$ cat config.mk
export PLATFORM = sky130hd
export DESIGN_NAME = pwm_multi_channel
export DESIGN_NICKNAME = d
export VERILOG_FILES = /design/src/rtl/pwm_pkg.sv /design/src/rtl/pwm_channel.sv /design/src/rtl/pwm_multi_channel.sv
export SDC_FILE = /design/constraint.sdc
export NUM_CORES = 1
export LEC_CHECK = 0
export BUFFER_PORTS_ARGS = -buffer_cell sky130_fd_sc_hd__buf_2
export CAP_MARGIN = 20
export CORE_ASPECT_RATIO = 1.25
export CORE_MARGIN = 3
export CORE_UTILIZATION = 45
export CTS_BUF_LIST = sky130_fd_sc_hd__clkbuf_16
export CTS_CLUSTER_SIZE = 28
export DETAILED_ROUTE_END_ITERATION = 6
export GPL_TIMING_DRIVEN = 0
export PLACE_DENSITY = 0.59
export RECOVER_POWER = 100
export SLEW_MARGIN = 5
export SYNTH_ARGS = -nofsm -noshare
export SYNTH_HDL_FRONTEND = slang
export SYNTH_SLANG_ARGS = --single-unit
$ cat constraint.sdc
create_clock -name clk -period 11.08 [get_ports clk]
set_input_delay 1.108 -clock clk [delete_from_list [all_inputs] [get_ports clk]]
set_output_delay 1.108 -clock clk [all_outputs]
set_load 0.03 [all_outputs]
$ cat src/rtl/pwm_pkg.sv
// Shared constants and state encoding for the multi-channel PWM block.
package pwm_pkg;

    localparam logic MODE_EDGE   = 1'b0;
    localparam logic MODE_CENTER = 1'b1;
    localparam int   MIN_PERIOD  = 2;

    typedef enum logic [1:0] {
        IDLE,
        UP,
        DOWN
    } state_t;

endpackage

$ cat src/rtl/pwm_channel.sv
// One PWM channel: pending duty, threshold scaled to the period, compare.
module pwm_channel
    import pwm_pkg::*;
#(
    parameter int CNT_W  = 12,
    parameter int DUTY_W = 8
) (
    input  logic              clk,
    input  logic              rst,
    input  logic              en,
    input  logic              duty_we,
    input  logic [DUTY_W-1:0] duty_in,
    input  logic              load,
    input  logic [CNT_W-1:0]  period_pend,
    input  logic [CNT_W-1:0]  period_act,
    input  logic              mode_act,
    input  logic [CNT_W-1:0]  cnt,
    output logic              pwm
);

    logic [DUTY_W-1:0] duty_pend;
    logic [CNT_W-1:0]  thr;
    logic [CNT_W-1:0]  thr_next;
    logic              hit;

    // All-ones duty maps to the full period so the output can reach 100%.
    always_comb begin
        if (&duty_pend) begin
            thr_next = period_pend;
        end else begin
            thr_next = CNT_W'(({{DUTY_W{1'b0}}, period_pend} *
                               {{CNT_W{1'b0}}, duty_pend}) >> DUTY_W);
        end
    end

    always_comb begin
        if (mode_act == MODE_CENTER) begin
            hit = (cnt >= period_act - thr);
        end else begin
            hit = (cnt < thr);
        end
    end

    always_ff @(posedge clk or posedge rst) begin
        if (rst) begin
            duty_pend <= '0;
            thr       <= '0;
            pwm       <= 1'b0;
        end else begin
            if (duty_we) begin
                duty_pend <= duty_in;
            end
            if (load) begin
                thr <= thr_next;
            end
            pwm <= en & hit;
        end
    end

endmodule

$ cat src/rtl/pwm_multi_channel.sv
// Multi-channel PWM: shared period counter, shadowed period/mode/duty,
// loads only at a period boundary; edge- and center-aligned modes.
module pwm_multi_channel
    import pwm_pkg::*;
#(
    parameter int CHANNELS       = 4,
    parameter int CNT_W          = 12,
    parameter int DUTY_W         = 8,
    parameter int DEFAULT_PERIOD = 2500,
    localparam int CH_W = (CHANNELS > 1) ? $clog2(CHANNELS) : 1
) (
    input  logic                clk,
    input  logic                rst,
    input  logic                en,
    input  logic                period_we,
    input  logic [CNT_W-1:0]    period_in,
    input  logic                duty_we,
    input  logic [CH_W-1:0]     duty_ch,
    input  logic [DUTY_W-1:0]   duty_in,
    input  logic                center_mode,
    output logic [CHANNELS-1:0] pwm_out,
    output logic                period_tick
);

    state_t           state;
    state_t           state_next;
    logic [CNT_W-1:0] cnt;
    logic [CNT_W-1:0] cnt_next;
    logic [CNT_W-1:0] period_pend;
    logic [CNT_W-1:0] period_act;
    logic             mode_pend;
    logic             mode_act;
    logic             last;
    logic             boundary;
    logic             load;

    always_comb begin
        last = (cnt == period_act - CNT_W'(1));
        if (mode_act == MODE_CENTER) begin
            boundary = (state == DOWN) && (cnt == '0);
        end else begin
            boundary = (state != DOWN) && last;
        end
        load        = !en || boundary;
        period_tick = en && boundary;
    end

    // IDLE with en high is the first up-count cycle (counter 0).
    always_comb begin
        state_next = state;
        cnt_next   = cnt;
        if (!en) begin
            state_next = IDLE;
            cnt_next   = '0;
        end else begin
            unique case (state)
                IDLE, UP: begin
                    if (last) begin
                        if (mode_act == MODE_CENTER) begin
                            state_next = DOWN;
                        end else begin
                            state_next = UP;
                            cnt_next   = '0;
                        end
                    end else begin
                        state_next = UP;
                        cnt_next   = cnt + CNT_W'(1);
                    end
                end
                DOWN: begin
                    if (cnt == '0) begin
                        state_next = UP;
                    end else begin
                        cnt_next = cnt - CNT_W'(1);
                    end
                end
                default: begin
                    state_next = IDLE;
                    cnt_next   = '0;
                end
            endcase
        end
    end

    always_ff @(posedge clk or posedge rst) begin
        if (rst) begin
            state       <= IDLE;
            cnt         <= '0;
            period_pend <= CNT_W'(DEFAULT_PERIOD);
            period_act  <= CNT_W'(DEFAULT_PERIOD);
            mode_pend   <= MODE_EDGE;
            mode_act    <= MODE_EDGE;
        end else begin
            state     <= state_next;
            cnt       <= cnt_next;
            mode_pend <= center_mode;
            if (period_we) begin
                if (period_in < CNT_W'(MIN_PERIOD)) begin
                    period_pend <= CNT_W'(MIN_PERIOD);
                end else begin
                    period_pend <= period_in;
                end
            end
            if (load) begin
                period_act <= period_pend;
                mode_act   <= mode_pend;
            end
        end
    end

    for (genvar i = 0; i < CHANNELS; i++) begin : g_ch
        pwm_channel #(
            .CNT_W  (CNT_W),
            .DUTY_W (DUTY_W)
        ) u_ch (
            .clk         (clk),
            .rst         (rst),
            .en          (en),
            .duty_we     (duty_we && (duty_ch == CH_W'(i))),
            .duty_in     (duty_in),
            .load        (load),
            .period_pend (period_pend),
            .period_act  (period_act),
            .mode_act    (mode_act),
            .cnt         (cnt),
            .pwm         (pwm_out[i])
        );
    end

endmodule

Yosys cells after proc, flatten, opt, wreduce, memory -nomap -nowiden
Cells that the tools add are included.
- register bits after elaboration: 124
- bits of input ports: 28
- output and inout bits: 5
- logic and storage cells: 90
- add/sub/neg operators: 7
- multiply operators: 4
- order comparisons: 9
- equality and inequality tests: 10
- muxes and demuxes: 20
- bitwise logic cells: 4
- reductions and logical operators: 18
- operators with widths (operator ; count):
    12-bit two-way mux ; 9
    12-bit by 8-bit multiplier with 20-bit output ; 4
    12-bit greater-or-equal comparator ; 4
    12-bit less-than comparator ; 4
    12-bit subtractor ; 4
    8-bit AND reduction ; 4
    12-bit one-hot mux with 2 select lines ; 1
    12-bit by 1-bit subtractor with 12-bit output (second input constant) ; 2
    12-bit by 1-bit adder with 12-bit output (second input constant) ; 1
    12-bit equality test ; 1
    12-bit zero test ; 1
    12-bit by 2-bit less-than comparator with 1-bit output (second input constant) ; 1
    2-bit two-way mux ; 4
    1-bit logical AND ; 7
    2-bit equality test (second input constant) ; 3
    1-bit two-way mux ; 5
    1-bit bitwise AND ; 4
    2-bit by 1-bit equality test with 1-bit output (second input constant) ; 2
    2-bit zero test ; 2
    4-bit inequality test (second input constant) ; 1
    2-bit one-hot mux with 2 select lines ; 1
    3-bit by 2-bit inequality test with 1-bit output (second input constant) ; 1
    3-bit inequality test (second input constant) ; 1
    2-bit inequality test (second input constant) ; 1
    other kinds (4) ; 4

Longest topological paths before layout
Gate-level depths: netlist of the first run.
- depth after elaboration: 5
- gate-level depth with buffers: 20

By module
A second synthesis of the first run with hierarchy kept.
- cells, all modules: 2453
- area, all modules: 21842.2 um^2
- by module, submodules not included (module ; instances ; cells an instance ; area each (um^2)):
    pwm_channel (g_ch[0].u_ch ...) ; 2 ; 529 ; 4680.7
    pwm_channel (g_ch[3].u_ch) ; 1 ; 555 ; 4941.0
    pwm_channel (g_ch[2].u_ch) ; 1 ; 546 ; 4808.4
    pwm_multi_channel ; 1 ; 294 ; 2731.4

Least setup slack after synthesis of the first run
Ideal clock, no wire load.
- path type: register -> register
- start point: register period_pend[1]
- end point: register g_ch[0].u_ch.thr[11]
- data arrival time: 5.126 ns
- setup slack: 5.831 ns
- stages on the path, launching flop included: 20
- period minus slack after synthesis: 5.249 ns
- path through: dfrtp_1 > clkbuf_1 > clkbuf_1 > nand2_1 > fa_1 > fa_1 > inv_1 > fa_1 > inv_1 > fa_1 > inv_1 > ha_1 > a21o_1 > a221oi_1 > o21ai_0 > o21ai_0 > a31oi_1 > or4_1 > a21oi_1 > o31ai_1
- cells in the longest elaborated chain, start to end: 2
- RTL lines (element ; RTL line ; source):
    start, declared ; pwm_multi_channel.sv:29 ; logic [CNT_W-1:0] period_pend;
    start signal, assigned ; pwm_multi_channel.sv:89 ; period_pend <= CNT_W'(DEFAULT_PERIOD);
    start signal, assigned ; pwm_multi_channel.sv:99 ; period_pend <= CNT_W'(MIN_PERIOD);
    start signal, assigned ; pwm_multi_channel.sv:101 ; period_pend <= period_in;
    12-bit by 8-bit multiplier with 20-bit output ; pwm_channel.sv:31 ; thr_next = CNT_W'(({{DUTY_W{1'b0}}, period_pend} *
    12-bit two-way mux ; pwm_channel.sv:28 ; if (&duty_pend) begin
    end signal, assigned ; pwm_channel.sv:54 ; thr <= thr_next;
    end, declared ; pwm_channel.sv:22 ; logic [CNT_W-1:0] thr;
Every way passes these cells.
A chain may end at the register's enable or synchronous reset.

Worst setup path after layout of the first run
- start point: register period_pend[2]
- end point: register g_ch[1].u_ch.thr[11]
- cells in the longest elaborated chain, start to end: 2
- RTL lines (element ; RTL line):
    12-bit by 8-bit multiplier with 20-bit output ; pwm_channel.sv:31
    12-bit two-way mux ; pwm_channel.sv:28
    end signal, assigned ; pwm_channel.sv:54
    end, declared ; pwm_channel.sv:22
Every way passes these cells.

==> metrics.log, run 1 <==
INFO  metric outcome = finished, violations left
INFO  metric failed_checks = max-capacitance violations, max-slew violations
INFO  metric dr.first_iter.drc_count = 784
INFO  metric static_leakage = 11.3 nW
INFO  metric largest_net_degree_at_the_start_of_global_routing = between 80 and 90
INFO  metric synthTopCellsByCount = inv_1 (379), and2_1 (309), ha_1 (288)
INFO  metric min_path_type = flip-flop to flip-flop
INFO  metric power.internal = 3.77 mW
INFO  metric switching_component_of_the_power = just under 4 mW
INFO  metric worst_setup_path_startpoint = period_pend[2]$_DFFE_PP1P_
INFO  metric worstSetupEndpointType = flip-flop
INFO  metric finalHoldViolCount = 0
INFO  metric remaining_drc_errors = 0
INFO  metric ir_worst_vdd = ~0.20 mV
INFO  metric setup.worst_path.class = flip-flop to flip-flop
INFO  metric worstSkewPairLatency = between 0.4 and 0.5 ns
INFO  metric ys.flop_type = dfrtp_1
INFO  metric number_of_vias_after_detailed_routing = 17000
INFO  metric synthCells = 2405
INFO  metric critical_path.reg2reg.startpoint = period_pend[2]$_DFFE_PP1P_
INFO  metric timing.final.crit_period = 7.09 ns
INFO  metric timing.critical_path.fanout_max = 10
INFO  metric place_congestion = ~0.9
INFO  metric clock_power_share = between 7 and 8%
INFO  metric fp.dieArea = 50500 sq um
INFO  metric synthMostInstantiatedCell = inv_1
INFO  metric clock-root-buffer = clkbuf_16
INFO  metric pwr-share-seq = a little under a tenth
INFO  metric ys_seq_elements = 124
INFO  metric holdCritStartpoint = mode_pend$_DFF_PP0_
INFO  metric cp.arrival = between 7 and 8 ns
INFO  metric synth-async-reset-ratio = 100%
INFO  metric setup.worst_path.start_class = flip-flop
INFO  metric grt_pass1_wl = ~98 mm
INFO  metric synthesis.area = ~22000 sq um
INFO  metric fp-row-count = 89
INFO  metric swShare = 51.2%
INFO  metric max_clock_freq = 0.141 GHz
INFO  metric power_per_cell_area = approximately 340 nW/um^2
INFO  metric layout.nets = 3016
INFO  metric layout.area.seq = ~3100 sq um
INFO  metric finalClockSkew = about 0.014 ns
INFO  metric power.combinational.fraction = 83.2%
INFO  metric yosys_warnings = 0
INFO  metric period_share = 64.0%
INFO  metric grt_antenna_before_repair = 2
INFO  metric setup_violations = 0
INFO  metric ys_seq_area_share = 14.5%
INFO  metric pin_count = 33
INFO  metric final_cell_count_no_fill = 3111
INFO  metric syn2layout_area_growth = 7.02%
INFO  metric vias_in_the_first_global_route = 18000
INFO  metric worst_setup_slack_for_register_to_register_paths = 3.99 ns
INFO  metric clk_pin_slew_worst_paths = roughly 0.07 ns
INFO  metric grt_overflow_total = 0
INFO  metric worst_slew_pin_slew = 4.52 ns
INFO  metric cts_made_buffers = 17
INFO  metric rsz_0062_raised_after_global_routing = no
INFO  metric cts-resized-gates = 0
INFO  metric cts_setup_buffers = 0
INFO  metric slew_headroom = -201%
INFO  metric total_power = 7.74 mW
INFO  metric dp.cells = 3078
INFO  metric vias_per_cell = 5.48
INFO  metric io_buffers = 32
INFO  metric critPathRequiredTime = 11.41 ns
INFO  metric dp_hpwl = between 40 and 50 mm
INFO  metric htree_num_levels = 4
INFO  metric antenna_violating_nets_post_route = 0
INFO  metric detail_route.wl_per_cell = 19.6 um
INFO  metric holdBufCountCts = 0
INFO  metric floorplan.die.height = 251 um
INFO  metric die-width = 202 um
INFO  metric final_layout_size_suffix_gt1_share = 6.59%
INFO  metric maxCapViolCount = 2
INFO  metric clock_path_buffers = 2
INFO  metric synth_area_per_cell = 8.95 sq um
INFO  metric synth.top_cells.by_area = fa_1 (22%), ha_1 (17%), dfrtp_1 (13%)
INFO  metric area_of_the_multi_input_gates = about 16000 sq um
INFO  metric tritoncts = done
INFO  metric final.setup.tns = 0 ns
INFO  metric post-synth-top-area-cell = fa_1
INFO  metric synth_enable_flop_cells = 0
INFO  metric finalMaxSlewViolations = 127
INFO  metric track_usage = 24.8%
INFO  metric drtPass1Iterations = 5
INFO  metric synth_top_area_share = 22.3%
INFO  metric fill_cells = 4596
INFO  metric core-area = 47200 sq um
INFO  metric synth_nets = 2961
INFO  metric postRouteWirelength = 61.1 mm
INFO  metric ys_types = 78
INFO  metric floorplan.initialDensity = between 40% and 50%
INFO  metric cts.sink_count = about 120
-- layer usage --
metal | routed length, um | part of all wire (%) | vias up | GRT usage (%)
li1 | - | - | 8007 | -
met1 | 25400 | 42 | 8514 | 30.3
met2 | 30900 | 51 | 394 | 44.0
met3 | 2280 | 3.7 | 125 | 3.09
met4 | 2470 | 4.0 | 2 | 10.5
met5 | 11 | 0.018 | - | 0
-- area by class of cell --
type                    instances  share of cell area, %
plain buffers                 124                   2.29
multi-input cells            1778                   71.2
inverters                     379                   6.18
flip-flops and latches        124                   13.5
clock inverters                15                  0.706
well taps                     637                   3.46
diodes                          1                 0.0109
clock buffers                  17                   1.85
repair buffers                 36                  0.750
-- cell families (layout without fill, tap and decap cells) --
family	after synthesis	after routing	synth area share (%)
XOR/XNOR	97	97	3.95
AO/OA/AOI/OAI	397	397	12.0
other	0	1	0
AND/OR/NAND/NOR	677	677	17.3
flip-flops	124	124	14.5
multiplexers	79	79	4.09
adder cells (fa/ha/maj)	528	528	39.1
buffers and inverters	503	571	9.14
-- layout by cell type, fill, tap and decap left out, types with 7 or more instances in the layout --
master and instances:
inv_1 378, and2_1 302, ha_1 288, fa_1 240
nand2_1 135, clkbuf_1 116, dfrtp_1 114, a21oi_1 107
o21ai_0 93, nor2_1 75, mux2_2 70, xnor2_1 62
xor2_1 35, a21o_1 34, buf_2 29, nand3_1 27
a211oi_1 27, nor2b_1 20, nor3_1 19, o21a_1 19
clkbuf_16 17, nand2b_1 16, nand4_1 15, or3_1 13
a31oi_1 12, o211ai_1 11, a22oi_1 11, dfstp_2 10
nor4_1 9, o21bai_1 9, mux2i_1 8, and3_1 7
and2_0 7, buf_4 7, a21boi_0 7
-- final timing paths --
kind	endpoint	depth (start not counted)
min in group asynchronous	cnt[3]$_DFFE_PP0P_	2
max in group asynchronous	g_ch[3].u_ch.duty_pend[6]$_DFFE_PP0P_	3
min	mode_act$_DFFE_PP0P_	1
min reg2reg	mode_act$_DFFE_PP0P_	1
max reg2reg	g_ch[1].u_ch.thr[11]$_DFFE_PP0P_	18
max	g_ch[1].u_ch.thr[11]$_DFFE_PP0P_	18
-- stage by stage --
step	utilization, %	area (sq um)	hold WS [ns]	worst slack (ns)
5_1_grt	48.8	23000	0.498	3.71
3_5_place_dp	47.8	22500	0.464	4.24
6_report	48.8	23000	0.478	3.99
2_1_floorplan	-	21500	0.450	5.83
4_1_cts	49.0	23100	0.481	4.18
3_3_place_gp	47.6	22500	0.459	4.23
-- flip-flops by register name (all words and copies together) (netlist names) --
signal	flops
cnt	12
g_ch.u_ch.duty_pend	32
g_ch.u_ch.pwm	4
g_ch.u_ch.thr	48
mode_act	1
mode_pend	1
period_act	12
period_pend	12
state	2
-- critical path, cell delays in order (launching register included) --
cell and delay (ns):
dfstp_2 0.52, clkbuf_1 0.49, clkbuf_1 0.58, clkbuf_1 0.47
and2_0 0.24, fa_1 0.45, fa_1 0.49, fa_1 0.50
inv_1 0.05, fa_1 0.47, inv_1 0.04, ha_1 0.32
a21o_1 0.18, a221oi_1 0.68, o21ai_0 0.38, a211o_1 0.38
a211o_1 0.30, a221oi_1 0.30, a211oi_1 0.10
-- power groups by stage --
stage | clock network (mW) | registers, mW | logic [mW]
after floorplan | 0 | 0.676 | 4.95
final | 0.577 | 0.720 | 6.44
after detailed placement | 0 | 0.726 | 6.42
after global routing | 0.604 | 0.734 | 7.38
after global placement | 0 | 0.719 | 6.24
after CTS | 0.588 | 0.718 | 6.48
No activity file was read; power rests on OpenSTA's default activity.
==> run 2, diff against run 1 <==
--- a/config.mk
+++ b/config.mk
@@ -5,6 +5,7 @@
 export SDC_FILE = /design/constraint.sdc
 export NUM_CORES = 1
 export LEC_CHECK = 0
+export ABC_AREA = 1
 export BUFFER_PORTS_ARGS = -buffer_cell sky130_fd_sc_hd__buf_2
 export CAP_MARGIN = 20
 export CORE_ASPECT_RATIO = 1.25
@@ -14,7 +15,7 @@
 export CTS_CLUSTER_SIZE = 28
 export DETAILED_ROUTE_END_ITERATION = 6
 export GPL_TIMING_DRIVEN = 0
-export PLACE_DENSITY = 0.59
+export PLACE_DENSITY = 0.61
 export RECOVER_POWER = 100
 export SLEW_MARGIN = 5
 export SYNTH_ARGS = -nofsm -noshare
==> constraint.sdc (replaced) <==
create_clock -name clk -period 6.3 [get_ports clk]
set_input_delay 0.63 -clock clk [delete_from_list [all_inputs] [get_ports clk]]
set_output_delay 0.63 -clock clk [all_outputs]
set_load 0.03 [all_outputs]
==> metrics.log, run 2 <==
INFO  metric finalMaxSlewViolations = 127
INFO  metric final_cell_area = approximately 25000 sq um
INFO  metric area_after_dpl = 24600 sq um
INFO  metric clk_pin_slew_worst_paths = 0.07 ns
INFO  metric die-width = 211 um
INFO  metric synthMostInstantiatedCell = nand2_1
INFO  metric synth.top_cells.by_area = fa_1 (20%), nand2_1 (16%), ha_1 (15%)
INFO  metric maxCapViolCount = 2
INFO  metric grt_pass1_wl = between 100 and 150 mm
INFO  metric r2r.worst_path.cells = 20
INFO  metric cts_setup_buffers = 0
INFO  metric critPathTopFamily = adder cells
INFO  metric core-area = 51700 sq um
INFO  metric synthTopCellsByCount = nand2_1 (1006), inv_1 (807), ha_1 (288)
INFO  metric number_of_vias_after_detailed_routing = between 20000 and 25000
INFO  metric dr.first_iter.drc_count = 1369
INFO  metric setup.worst_path.start_class = flip-flop
INFO  metric timing.critical_path.fanout_max = 10
INFO  metric final_layout_size_suffix_gt1_share = 2.86%
INFO  metric finalHoldViolCount = 0
INFO  metric critPathRequiredTime = 6.72 ns
INFO  metric vias_in_the_first_global_route = roughly 21000
INFO  metric floorplan.initialDensity = 45.7%
INFO  metric tritoncts = done
INFO  metric io_buffers = 30
INFO  metric critical_path.n_buffers_inverters = 6
INFO  metric timing.critical_path.slowest_stage_cell = clkbuf_1
INFO  metric layout_common_cells = nand2_1 (1006), inv_1 (807), ha_1 (288), fa_1 (240), a21oi_1 (160)
INFO  metric grt_antenna_before_repair = 0
INFO  metric final.setup.tns = 0 ns
INFO  metric cts_made_buffers = 17
INFO  metric setup_violations = 0
INFO  metric antenna_violating_nets_post_route = 0
INFO  metric worst_setup_slack_for_register_to_register_paths = 0.41 ns
INFO  metric clock_path_buffers = 2
INFO  metric ys_seq_area_share = 13.2%
INFO  metric synth_area_per_cell = between 6 and 7 sq um
INFO  metric fp.dieArea = 55200 sq um
INFO  metric synth_enable_flop_cells = 0
INFO  metric largest_net_degree_at_the_start_of_global_routing = 70
INFO  metric final_common_cell = nand2_1
INFO  metric ir_worst_vdd = 0.237 mV
INFO  metric fp-row-count = 93
INFO  metric crit_top_cell = nand2_1
INFO  metric post-synth-top-area-cell = fa_1
INFO  metric final_cell_count_no_fill = 4158
INFO  metric track_usage = roughly a quarter
INFO  metric synth_nets = approximately 4000
INFO  metric insertedDiodeCount = 0
INFO  metric drtPass1Iterations = 6
INFO  metric yosys_warnings = 0
INFO  metric htree_num_levels = 4
INFO  metric clock-root-buffer = clkbuf_16
INFO  metric power_per_cell_area = about 410 nW/um^2
INFO  metric dp_hpwl = 57.2 mm
INFO  metric worstPathCellList = clkbuf_1 -> clkbuf_1 -> nand2_1 -> fa_1 -> fa_1 -> inv_1 -> fa_1 -> inv_1 -> fa_1 -> inv_1 -> ha_1 -> nand2_1 -> inv_1 -> nand3_1 -> o21ai_0 -> nand2_1 -> a21oi_1 -> a2bb2oi_1 -> nand2_1 -> nand2_1
INFO  metric finalClockSkew = 0.0267 ns
INFO  metric min_path_type = primary input to flip-flop
INFO  metric remaining_drc_errors = 0
INFO  metric worstSkewPairLatency = around 0.5 ns
INFO  metric synthesis.area = 23600 sq um
INFO  metric whs_path_depth = 1
INFO  metric cp.arrival = 6.30 ns
INFO  metric critical_path.max_stage_delay = 0.75 ns
INFO  metric ys_seq_elements = 124
INFO  metric slew_headroom = -104%
INFO  metric period_share = 93.4%
INFO  metric outcome = finished, violations left
INFO  metric syn2layout_area_growth = 6.53%
INFO  metric synth-async-reset-ratio = 100%
INFO  metric max_clock_freq = 0.170 GHz
INFO  metric vias_per_cell = just over 5
INFO  metric holdBufCountCts = 0
INFO  metric ys.flop_type = dfrtp_1
INFO  metric layout.nets = 4036
INFO  metric largest_register = g_ch.u_ch.thr
INFO  metric worstSetupEndpointType = flip-flop
INFO  metric top_regs = g_ch.u_ch.thr (48), g_ch.u_ch.duty_pend (32)
INFO  metric worstSetupPathDepth = 20
INFO  metric cts.sink_count = 124
INFO  metric detail_route.wl_per_cell = 17.1 um
INFO  metric setup.worst_path.class = flip-flop to flip-flop
INFO  metric largest_reg_flops = 48
INFO  metric rsz_0062_raised_after_global_routing = no
INFO  metric synthCells = 3432
INFO  metric pin_count = 33
INFO  metric grt_overflow_total = 0
INFO  metric timing.final.crit_period = 5.89 ns
INFO  metric dp.cells = 4128
INFO  metric failed_checks = max-capacitance violations, max-slew violations
INFO  metric worst_slew_pin_slew = between 3 and 4 ns
INFO  metric postRouteWirelength = 70.9 mm
INFO  metric static_leakage = 15.5 nW
INFO  metric floorplan.die.height = between 200 and 300 um
INFO  metric place_congestion = just over 0.9
INFO  metric synth_top_area_share = 20.4%
INFO  metric ys_types = 46
==> run 2: changes by cell type in the layout (fill, tap and decap cells not counted), moves of 64 or more <==
| cell | delta |
|---|---|
| nand2_1 | +871 |
| nand3_1 | +97 |
| inv_1 | +429 |
| and2_1 | -302 |
| mux2_2 | -66 |
| nand4_1 | +64 |
==> run 2: per-layer routing <==
| layer | global-route usage [%] | part of all wire (%) | vias to the layer above | wire (um) |
|---|---|---|---|---|
| met2 | 46.4 | 48 | 557 | 34200 |
| met5 | 0 | 0 | - | 0 |
| li1 | - | - | 10600 | - |
| met3 | 3.30 | 5.1 | 107 | 3590 |
| met1 | 33.3 | 43 | 9909 | 30800 |
| met4 | 9.88 | 3.4 | 0 | 2400 |
==> run 2: final timing paths <==
kind	startpoint	endpoint
max	period_pend[3]$_DFFE_PP0P_	g_ch[2].u_ch.thr[4]$_DFFE_PP0P_
min	center_mode	mode_pend$_DFF_PP0_
max reg2reg	period_pend[3]$_DFFE_PP0P_	g_ch[2].u_ch.thr[4]$_DFFE_PP0P_
min reg2reg	mode_pend$_DFF_PP0_	mode_act$_DFFE_PP0P_
max in group asynchronous	rst	g_ch[2].u_ch.thr[11]$_DFFE_PP0P_
min in group asynchronous	rst	g_ch[1].u_ch.pwm$_DFF_PP0_
==> run 2: cell type report <==
cell class | count | area (sq um)
inverter | 812 | 3050
clock inverter | 15 | 185
fill | 5446 | 26500
multi-input combinational | 2358 | 16800
buffer | 136 | 558
tap | 665 | 832
timing repair buffer | 31 | 155
clock buffer | 17 | 425
sequential | 124 | 3120
==> run 2: kinds of logic (layout without fill, tap and decap cells) <==
kind of cell | count (synthesis) | in the layout | share of synthesized area [%]
mux | 4 | 4 | 0.191
buf+inv | 950 | 1011 | 15.3
flops | 124 | 124 | 13.2
compound gates | 371 | 371 | 8.64
xor+xnor | 79 | 79 | 2.93
fa+ha+maj | 528 | 528 | 35.6
simple gates | 1376 | 1376 | 24.1
==> run 2: where the power goes <==
part | switching, mW | internal [mW] | total, mW
Combinational | 4.97 | 2.95 | 7.92
Sequential | 0.195 | 1.01 | 1.20
Clock | 0.452 | 0.627 | 1.08
==> run 2: what timing repair did <==
item | 4_1_cts | 5_1_grt
resized for setup | 0 | 1
endpoints found under the hold margin | 0 | 0
setup endpoints to repair | 0 | 6
==> run 2: per-stage QoR <==
| stage | util (%) | setup slack [ns] | hold WS (ns) | power [mW] |
|---|---|---|---|---|
| 2_1_floorplan | - | 1.57 | 0.418 | 7.16 |
| 3_5_place_dp | 47.6 | 0.186 | 0.503 | 9.07 |
| 4_1_cts | 48.8 | 0.164 | 0.232 | 10.2 |
| 3_3_place_gp | 47.6 | 0.238 | 0.495 | 9.01 |
| 6_report | 48.6 | 0.413 | 0.266 | 10.2 |
| 5_1_grt | 48.6 | 0.0619 | 0.255 | 11.5 |
